File: config.mk
export PLATFORM = sky130hd
export DESIGN_NAME = key_scan_scheduler
export DESIGN_NICKNAME = d
export VERILOG_FILES = /design/src/rtl/key_scan_scheduler.sv
export SDC_FILE = /design/constraint.sdc
export NUM_CORES = 1
export LEC_CHECK = 0
export CAP_MARGIN = 20
export CORE_MARGIN = 2
export CORE_UTILIZATION = 60
export CTS_BUF_LIST = sky130_fd_sc_hd__clkbuf_8
export DETAILED_ROUTE_END_ITERATION = 10
export PLACE_DENSITY = 0.8
export SLEW_MARGIN = 5
export SYNTH_ARGS = -nofsm -noshare
export SYNTH_HDL_FRONTEND = slang
export SYNTH_SLANG_ARGS = --single-unit
File: constraint.sdc
create_clock -name clk -period 2 [get_ports clk]
set_input_delay 0.6 -clock clk [delete_from_list [all_inputs] [get_ports clk]]
set_output_delay 0.6 -clock clk [all_outputs]
set_load 0.02 [all_outputs]
File: src/rtl/key_scan_scheduler.sv
// key_scan_scheduler: one shared prescaler and a scan FSM debounce N_KEYS inputs and queue press/release events.
// Define KEY_REPEAT_EN to add per-key hold counters that emit auto-repeat press events.
module key_scan_scheduler #(
    parameter int N_KEYS       = 4,
    parameter int TICK_DIV     = 50000,
    parameter int STABLE_TICKS = 5,
    parameter int FIFO_DEPTH   = 4,
    parameter int REPEAT_DELAY = 500,
    parameter int REPEAT_RATE  = 100,
    localparam int KW = (N_KEYS > 1) ? $clog2(N_KEYS) : 1
) (
    input  logic              clk,
    input  logic              rst_n,
    input  logic [N_KEYS-1:0] keys_i,
    output logic [N_KEYS-1:0] level_o,
    output logic              evt_valid_o,
    input  logic              evt_ready_i,
    output logic [KW-1:0]     evt_key_o,
    output logic              evt_press_o,
    output logic              overflow_o,
    input  logic              clear_ovf_i
);
    localparam int PW = $clog2(FIFO_DEPTH);
    localparam int CW = (TICK_DIV > 1) ? $clog2(TICK_DIV) : 1;
    localparam int SW = (STABLE_TICKS > 1) ? $clog2(STABLE_TICKS) : 1;

    typedef enum logic {IDLE, SCAN} state_t;

    state_t            state_q, state_d;
    logic [N_KEYS-1:0] sync_q, ks_q;
    logic [N_KEYS-1:0] level_q, level_d;
    logic [CW-1:0]     pre_q, pre_d;
    logic [KW-1:0]     idx_q, idx_d;
    logic [SW-1:0]     cnt_q [N_KEYS];
    logic [SW-1:0]     cnt_d [N_KEYS];
    logic [KW:0]       mem_q [FIFO_DEPTH];
    logic [KW:0]       mem_d [FIFO_DEPTH];
    logic [PW:0]       wr_q, wr_d, rd_q, rd_d;
    logic              ovf_q, ovf_d;
    logic              tick, push, push_press, empty, full, pop, accept, drop;

`ifdef KEY_REPEAT_EN
    localparam int RMAX = (REPEAT_DELAY > REPEAT_RATE) ? REPEAT_DELAY : REPEAT_RATE;
    localparam int HW   = $clog2(RMAX + 1);
    logic [HW-1:0]     hold_q [N_KEYS];
    logic [HW-1:0]     hold_d [N_KEYS];
    logic [N_KEYS-1:0] rep_q, rep_d;
`else
    if (REPEAT_DELAY < 1 || REPEAT_RATE < 1) begin : g_repeat_unused
    end
`endif

    assign tick = pre_q == CW'(TICK_DIV - 1);
    assign pre_d = tick ? '0 : pre_q + CW'(1);

    always_comb begin
        state_d    = state_q;
        idx_d      = idx_q;
        level_d    = level_q;
        cnt_d      = cnt_q;
        push       = 1'b0;
        push_press = 1'b0;
`ifdef KEY_REPEAT_EN
        hold_d     = hold_q;
        rep_d      = rep_q;
`endif
        if (state_q == IDLE) begin
            if (tick) begin
                state_d = SCAN;
                idx_d   = '0;
            end
        end else begin
            idx_d = idx_q + KW'(1);
            if (idx_q == KW'(N_KEYS - 1)) begin
                state_d = IDLE;
                idx_d   = '0;
            end
            for (int k = 0; k < N_KEYS; k++) begin
                if (idx_q == KW'(k)) begin
                    if (ks_q[k] == level_q[k]) begin
                        cnt_d[k] = '0;
                    end else if (cnt_q[k] == SW'(STABLE_TICKS - 1)) begin
                        level_d[k] = ~level_q[k];
                        cnt_d[k]   = '0;
                        push       = 1'b1;
                        push_press = ~level_q[k];
                    end else begin
                        cnt_d[k] = cnt_q[k] + SW'(1);
                    end
`ifdef KEY_REPEAT_EN
                    // First phase waits REPEAT_DELAY ticks, later phases REPEAT_RATE ticks.
                    if (level_d[k] != level_q[k] || !level_q[k]) begin
                        hold_d[k] = '0;
                        rep_d[k]  = 1'b0;
                    end else if (hold_q[k] + HW'(1) == (rep_q[k] ? HW'(REPEAT_RATE) : HW'(REPEAT_DELAY))) begin
                        hold_d[k]  = '0;
                        rep_d[k]   = 1'b1;
                        push       = 1'b1;
                        push_press = 1'b1;
                    end else begin
                        hold_d[k] = hold_q[k] + HW'(1);
                    end
`endif
                end
            end
        end
    end

    assign empty  = wr_q == rd_q;
    assign full   = (wr_q[PW-1:0] == rd_q[PW-1:0]) && (wr_q[PW] != rd_q[PW]);
    assign pop    = !empty && evt_ready_i;
    assign accept = push && (!full || pop);
    assign drop   = push && full && !pop;

    always_comb begin
        mem_d = mem_q;
        wr_d  = accept ? wr_q + (PW+1)'(1) : wr_q;
        rd_d  = pop ? rd_q + (PW+1)'(1) : rd_q;
        ovf_d = drop | (ovf_q & ~clear_ovf_i);
        if (accept) mem_d[wr_q[PW-1:0]] = {idx_q, push_press};
    end

    always_ff @(posedge clk or negedge rst_n) begin
        if (!rst_n) begin
            sync_q  <= '0;
            ks_q    <= '0;
            state_q <= IDLE;
            idx_q   <= '0;
            pre_q   <= '0;
            level_q <= '0;
            cnt_q   <= '{default: '0};
            mem_q   <= '{default: '0};
            wr_q    <= '0;
            rd_q    <= '0;
            ovf_q   <= 1'b0;
        end else begin
            sync_q  <= keys_i;
            ks_q    <= sync_q;
            state_q <= state_d;
            idx_q   <= idx_d;
            pre_q   <= pre_d;
            level_q <= level_d;
            cnt_q   <= cnt_d;
            mem_q   <= mem_d;
            wr_q    <= wr_d;
            rd_q    <= rd_d;
            ovf_q   <= ovf_d;
        end
    end

`ifdef KEY_REPEAT_EN
    always_ff @(posedge clk or negedge rst_n) begin
        if (!rst_n) begin
            hold_q <= '{default: '0};
            rep_q  <= '0;
        end else begin
            hold_q <= hold_d;
            rep_q  <= rep_d;
        end
    end
`endif

    assign level_o                  = level_q;
    assign evt_valid_o              = !empty;
    assign {evt_key_o, evt_press_o} = mem_q[rd_q[PW-1:0]];
    assign overflow_o               = ovf_q;
endmodule

==> out/metrics.yaml, run 1 <==
timing:
  fin_crit_sh_pct: 106
  setup_viol: 3
  setup_tns_ns: -0.185
  rsz0062_at_grt: "true"
  max_slew.worst_pin.slew_ns: 0.448
  skew_ns: 0.00959
  timing_hold_violations_final: 0
  relSlewSlack_pct: 70.0
  period_minus_slack_ns: 2.12
  slew_viol_final: 0
  fin_ws_ns: -0.116
  max_freq_mhz: 473
  hold_slack_ns: 0.269
synthesis:
  synth_seq_cells: 62
  synth_cell_types: 47
  yosysWarningCount: 0
  ys.flop_type: "dfrtp_1"
  synth_fp_nets: 301
  ys_seq_area_share_pct: 49.1
  avgSynthCellArea_sq_um: 11.5
  syn_inst: 275
  synth-edff-count: 0
  synth.cell_area_sq_um: 3160
  synthArstFlopShare_pct: 100
grt:
  grt.overflow.total: 0
  grt_pass1_wl_mm: 10.1
  antenna_found_initial: 0
  grt_use_total_pct: 21.4
  grt_max_degree: 63
  grt_pass1_vias: 2271
critical_path:
  r2r_end: "wr_q[1]$_DFFE_PN0P_"
  cp-start-kind: "flip-flop"
  worstPathRequired_ns: 1.40
  cp_cell_sequence: "buf_6 -> mux4_2 -> buf_6"
  slowest_delay_ns: 0.49
  cp_data_arrival_time_ns: 1.52
  crit_type: "flip-flop to primary output"
  cp-end-kind: "primary output"
  path_common_cell: "buf_6"
  rr_startpoint: "idx_q[1]$_DFFE_PN0P_"
  slowest_stage: "mux4_2"
  r2r_cells: 6
  path_max_fanout: 4
  reg2reg_slack_ns: 0.12
pwr:
  p_leak_nw: 1.77
  power_density_nw_per_um2: 812
  power_mw: 3.09
  max-vdd-ir-drop_mv: 0.510
outcome:
  status: "complete, but fails checks"
  violations: "setup timing"
layout:
  diodes: 0
  nNetsFinal: 343
  layout-drive-gt1-share_pct: 21.1
  fillers: 336
  final_cell_mix: "61 x dfrtp_1, 19 x inv_1, 19 x nand2_1"
  finalInstanceArea_sq_um: 3810
  layout_commonest_cell: "dfrtp_1"
  syn_to_final_growth_pct: 20.6
clock_network:
  cts_tree: "done"
  root_buffer: "clkbuf_8"
  htree_levels: 3
  clk_path_buf_depth: 2
  clk_latency_ns: 0.33
  clock-sinks: 62
  numCtsBuffers: 9
  cts.reportedPaths.clkPinSlew_ns: 0.07
  ctsHoldBuffers: 0
detailed_routing:
  remaining_drc_errors: 0
  viasPerCell: 5.57
  vias: 2184
  drt-pass1-iter-count: 4
  wl_per_cell_microns: 14.3
  ant_nets: 0
  routed_wl_mm: 5.59
  drt_iter0_drc: 117
floorplanning:
  num_rows: 26
  die-area_sq_um: 5860
  die_w_microns: 76.6
  die_height_microns: 76.6
  core-area_sq_um: 5110
  start_util_pct: 61.9
  io_pins: 17
job:
  cap_violations: 0
placement:
  dpl_worst_slack_ns: -0.248
  post_dp_cell_area_sq_um: 3510
  gp_congestion: 0.807
  hpwl_mm: 3.93
  port_buffers: 16
worst_hold_path:
  hold_path_class: "input port to asynchronous set/reset pin"
==> metrics by stage <==
step                instances  util, %
floorplan                 275        -
global placement          372     68.8
detailed placement        372     68.8
CTS                       391     74.4
global route              392     74.6
finish                    392     74.6
==> repair_timing <==
item / CTS / global route
resized for setup: 29 / 1
gates cloned: 0 / 0
pin swaps: 1 / 0
buffers inserted: 3 / 1
endpoints found under the setup margin: 7 / 4
==> critical path, delay by kind of cell (launching register included) <==
family	cells	cell delay [ns]
mux	1	0.49
flops	1	0.43
buf+inv	2	0.26
==> how the worst max path moves through the flow <==
| stage | slack, ns | start | endpoint |
|---|---|---|---|
| after detailed placement | -0.25 | rd_q[0]$_DFFE_PN0P_ | evt_key_o[1] |
| after CTS | -0.13 | rd_q[0]$_DFFE_PN0P_ | evt_key_o[1] |
| after global placement | -0.23 | rd_q[0]$_DFFE_PN0P_ | evt_key_o[0] |
| final | -0.12 | rd_q[0]$_DFFE_PN0P_ | evt_key_o[1] |
| after global routing | -0.16 | rd_q[0]$_DFFE_PN0P_ | evt_key_o[1] |
| after floorplan | 0.23 | idx_q[0]$_DFFE_PN0P_ | wr_q[1]$_DFFE_PN0P_ |
==> layout make-up <==
type | instances | area, sq um | share of cell area, %
Timing Repair Buffer | 36 | 323 | 8.48
Multi-Input combinational cell | 189 | 1520 | 39.9
Inverter | 19 | 71.3 | 1.87
Tap cell | 70 | 87.6 | 2.30
Sequential cell | 62 | 1550 | 40.8
Clock inverter | 2 | 60.1 | 1.58
Clock buffer | 14 | 193 | 5.06
==> where the power goes <==
part,switching (mW),internal (mW)
Combinational,0.157,0.228
Sequential,0.0604,1.30
Clock,0.478,0.873
Total,0.695,2.40
==> cells in the mapped netlist, drive strengths merged, types with 2 or more instances <==
master,instances,area (sq um)
nor3,3,15.0
nand2,19,71.3
nand2b,5,31.3
nand4,8,50.1
xnor2,14,138
nand3,16,80.1
a32oi,4,35.0
and3,3,18.8
o31ai,2,15.0
a211oi,2,15.0
ha,18,225
o21ai,14,70.1
nor2,9,33.8
and4,3,26.3
dfrtp,62,1550
clkbuf,2,7.51
inv,19,71.3
nor3b,5,37.5
o211ai,6,65.1
o22ai,4,52.6
buf,3,15.0
a21oi,2,10.0
xor2,11,96.3
and2,6,37.5
and4b,2,20.0
a21o,2,15.0
mux4,3,67.6
mux2,14,161
==> state kept, by name (all words and copies together) (netlist names) <==
register    count
ks_q            4
cnt_q          12
mem_q          12
pre_q          16
state_q         1
rd_q            3
overflow_o      1
level_o         4
idx_q           2
sync_q          4
wr_q            3
==> cells by family after synthesis <==
| group | after synthesis | share of synthesized area, % |
|---|---|---|
| buffers and inverters | 24 | 2.97 |
| adders and majority gates | 18 | 7.13 |
| DFF | 62 | 49.1 |
| muxes | 17 | 7.25 |
| xor gates and xnor gates | 25 | 7.41 |
| and+or+nand+nor | 87 | 15.6 |
| AOI/OAI and AO/OA | 42 | 10.6 |
==> per-layer routing <==
metal / up-vias / GRT usage, % / part of all wire [%] / wire length (microns)
met2: 38 / 35.0 / 48 / 2700
met3: 9 / 3.67 / 3.2 / 177
met1: 1072 / 28.8 / 47 / 2630
met5: - / 0 / 0 / 0
li1: 1065 / - / - / -
met4: 0 / 8.36 / 1.5 / 86
Note: power is estimated with default switching activity, not from simulation.
==> inputs of run 2 (changes only) <==
GPL_TIMING_DRIVEN = 1   (was not set)
==> results of run 2 <==
Final layout, timing and power as in run 1 (identical DEF).
==> inputs of run 3 (changes only) <==
GPL_TIMING_DRIVEN = not set   (was 1)
clock period = 2.28 ns   (was 2 ns; I/O delays follow)
==> out/metrics.yaml, run 3 (synthesis gave the netlist of run 1 again) <==
detailed_routing:
  vias: 2144  # was 2184
  remaining_drc_errors: 0  # unchanged
  ant_nets: 0  # unchanged
  routed_wl_mm: 5.76  # was 5.59 mm
  drt_iter0_drc: 163  # was 117
  drt-pass1-iter-count: 5  # was 4
  wl_per_cell_microns: 15.2  # was 14.3 microns
  viasPerCell: 5.67  # was 5.57
floorplanning:
  io_pins: 17  # unchanged
  die_w_microns: 76.6  # unchanged
  core-area_sq_um: 5110  # unchanged
  die_height_microns: 76.6  # unchanged
  die-area_sq_um: 5860  # unchanged
  num_rows: 26  # unchanged
  start_util_pct: 61.9  # unchanged
outcome:
  status: "completed"  # was complete, but fails checks
pwr:
  power_mw: 2.33  # was 3.09 mW
  max-vdd-ir-drop_mv: 0.413  # was 0.510 mV
  cellInternalPower_mw: 1.75  # was 2.40 mW
  power_density_nw_per_um2: 646  # was 812 nW/um^2
  pwr-share-clk_pct: 37.8  # was 43.7%
  netSwitchingFraction_pct: 25.0  # was 22.5%
  p_leak_nw: 1.65  # was 1.77 nW
  power_frac_seq_pct: 51.3  # was 43.9%
  p_sw_uw: 580  # was 695 uW
  pwr-share-comb_pct: 10.8  # was 12.4%
layout:
  top_regs: "pre_q: 16 flops, cnt_q: 12 flops, mem_q: 12 flops"  # unchanged
  finalInstanceArea_sq_um: 3600  # was 3810 sq um
  seqCellArea_sq_um: 1550  # unchanged
  final_cell_mix: "61 x dfrtp_1, 19 x inv_1, 19 x nand2_1"  # unchanged
  layout_commonest_cell: "dfrtp_1"  # unchanged
  syn_to_final_growth_pct: 14.1  # was 20.6%
  final_util_pct: 70.6  # was 74.6%
  nNetsFinal: 329  # was 343
  diodes: 0  # unchanged
  fillers: 370  # was 336
  layout-drive-gt1-share_pct: 17.2  # was 21.1%
  top_register: "pre_q"  # unchanged
  largest_reg_flops: 16  # unchanged
  multiInputGateArea_sq_um: 1510  # was 1520 sq um
timing:
  max_freq_mhz: 463
  setup_viol: 0  # was 3
  period_minus_slack_ns: 2.16
  slew_viol_final: 0  # unchanged
  skew_ns: 0.00650  # was 0.00959 ns
  fin_crit_sh_pct: 94.8
  timing_hold_violations_final: 0  # unchanged
  setup_tns_ns: 0  # was -0.185 ns
  hold_slack_ns: 0.329  # was 0.269 ns
  relSlewSlack_pct: 69.8  # was 70.0%
  max_slew.worst_pin.slew_ns: 0.452  # was 0.448 ns
  rsz0062_at_grt: "false"  # was true
critical_path:
  path_max_fanout: 5  # was 4
  worstPathRequired_ns: 1.60  # was 1.40 ns
  cp-start-kind: "flip-flop"  # unchanged
  cp-end-kind: "primary output"  # unchanged
  cp_data_arrival_time_ns: 1.48  # was 1.52 ns
  crit_type: "flip-flop to primary output"  # unchanged
clock_network:
  clk_path_buf_depth: 2  # unchanged
  clk_latency_ns: 0.34  # was 0.33 ns
  numCtsBuffers: 9  # unchanged
  cts.reportedPaths.clkPinSlew_ns: 0.07  # about the same
  cts_tree: "done"  # unchanged
  clock-sinks: 62  # unchanged
  root_buffer: "clkbuf_8"  # unchanged
  htree_levels: 3  # unchanged
  ctsHoldBuffers: 0  # unchanged
placement:
  post_dp_cell_area_sq_um: 3420  # was 3510 sq um
  hpwl_mm: 4.02  # was 3.93 mm
  gp_congestion: 0.813  # was 0.807
  port_buffers: 16  # unchanged
grt:
  grt_use_total_pct: 21.2  # was 21.4%
  grt_pass1_wl_mm: 9.81  # was 10.1 mm
  grt.overflow.total: 0  # unchanged
  grt_max_degree: 63  # unchanged
  grt_pass1_vias: 2102  # was 2271
  antenna_found_initial: 0  # unchanged
worst_hold_path:
  hold_path_class: "input port to asynchronous set/reset pin"  # unchanged
job:
  cap_violations: 0  # unchanged
[run 3: power groups by stage]
stage	clock (mW)	sequential (mW)	combinational, mW
2_1_floorplan	0	1.18	0.181
3_3_place_gp	0	1.22	0.222
3_5_place_dp	0	1.22	0.226
4_1_cts	0.894	1.19	0.261
5_1_grt	0.944	1.20	0.274
6_report	0.880	1.19	0.252
[run 3: metal layers]
layer | up-vias | wire (microns) | GRT usage [%]
met5 | - | 0 | 0
met1 | 1046 | 2740 | 28.7
met2 | 43 | 2740 | 34.1
met3 | 7 | 204 | 3.44
met4 | 0 | 76 | 9.09
li1 | 1048 | - | -
[run 3: worst max-delay path, stage by stage, from the launching register on]
cell	delay [ns]
dfrtp_2	0.47
buf_4	0.16
xnor2_2	0.19
nand3b_1	0.14
buf_2	0.18
[run 3: cell type report]
type | instances | share of cell area (%)
inverters | 19 | 1.98
clock inverters | 4 | 0.556
multi-input cells | 189 | 42.0
repair buffers | 22 | 5.35
well taps | 70 | 2.43
clock buffers | 12 | 4.58
flip-flops and latches | 62 | 43.1
[run 3: what timing repair did]
action,in CTS,in global routing
setup endpoints to repair,4,4
gates resized for setup,12,4
buffers inserted,2,0
[run 3: worst paths after layout]
check / start / end / slack, ns / cells past startpoint
min reg2reg: sync_q[2]$_DFF_PN0_ / ks_q[2]$_DFF_PN0_ / 0.35 / 0
min: rst_n / ks_q[0]$_DFF_PN0_ / 0.33 / 2
max: rd_q[0]$_DFFE_PN0P_ / evt_valid_o / 0.12 / 4
min in group clk: sync_q[2]$_DFF_PN0_ / ks_q[2]$_DFF_PN0_ / 0.35 / 0
max reg2reg: idx_q[0]$_DFFE_PN0P_ / mem_q[2]$_DFFE_PN0P_ / 0.25 / 6
max in group asynchronous: rst_n / sync_q[1]$_DFF_PN0_ / 1.66 / 2
[run 3: per-stage QoR]
step	instances	worst slack, ns
final	378	0.119
after global routing	378	0.0381
after CTS	378	0.00531
after detailed placement	360	-0.0733
after global placement	360	-0.0336
after floorplan	275	0.495
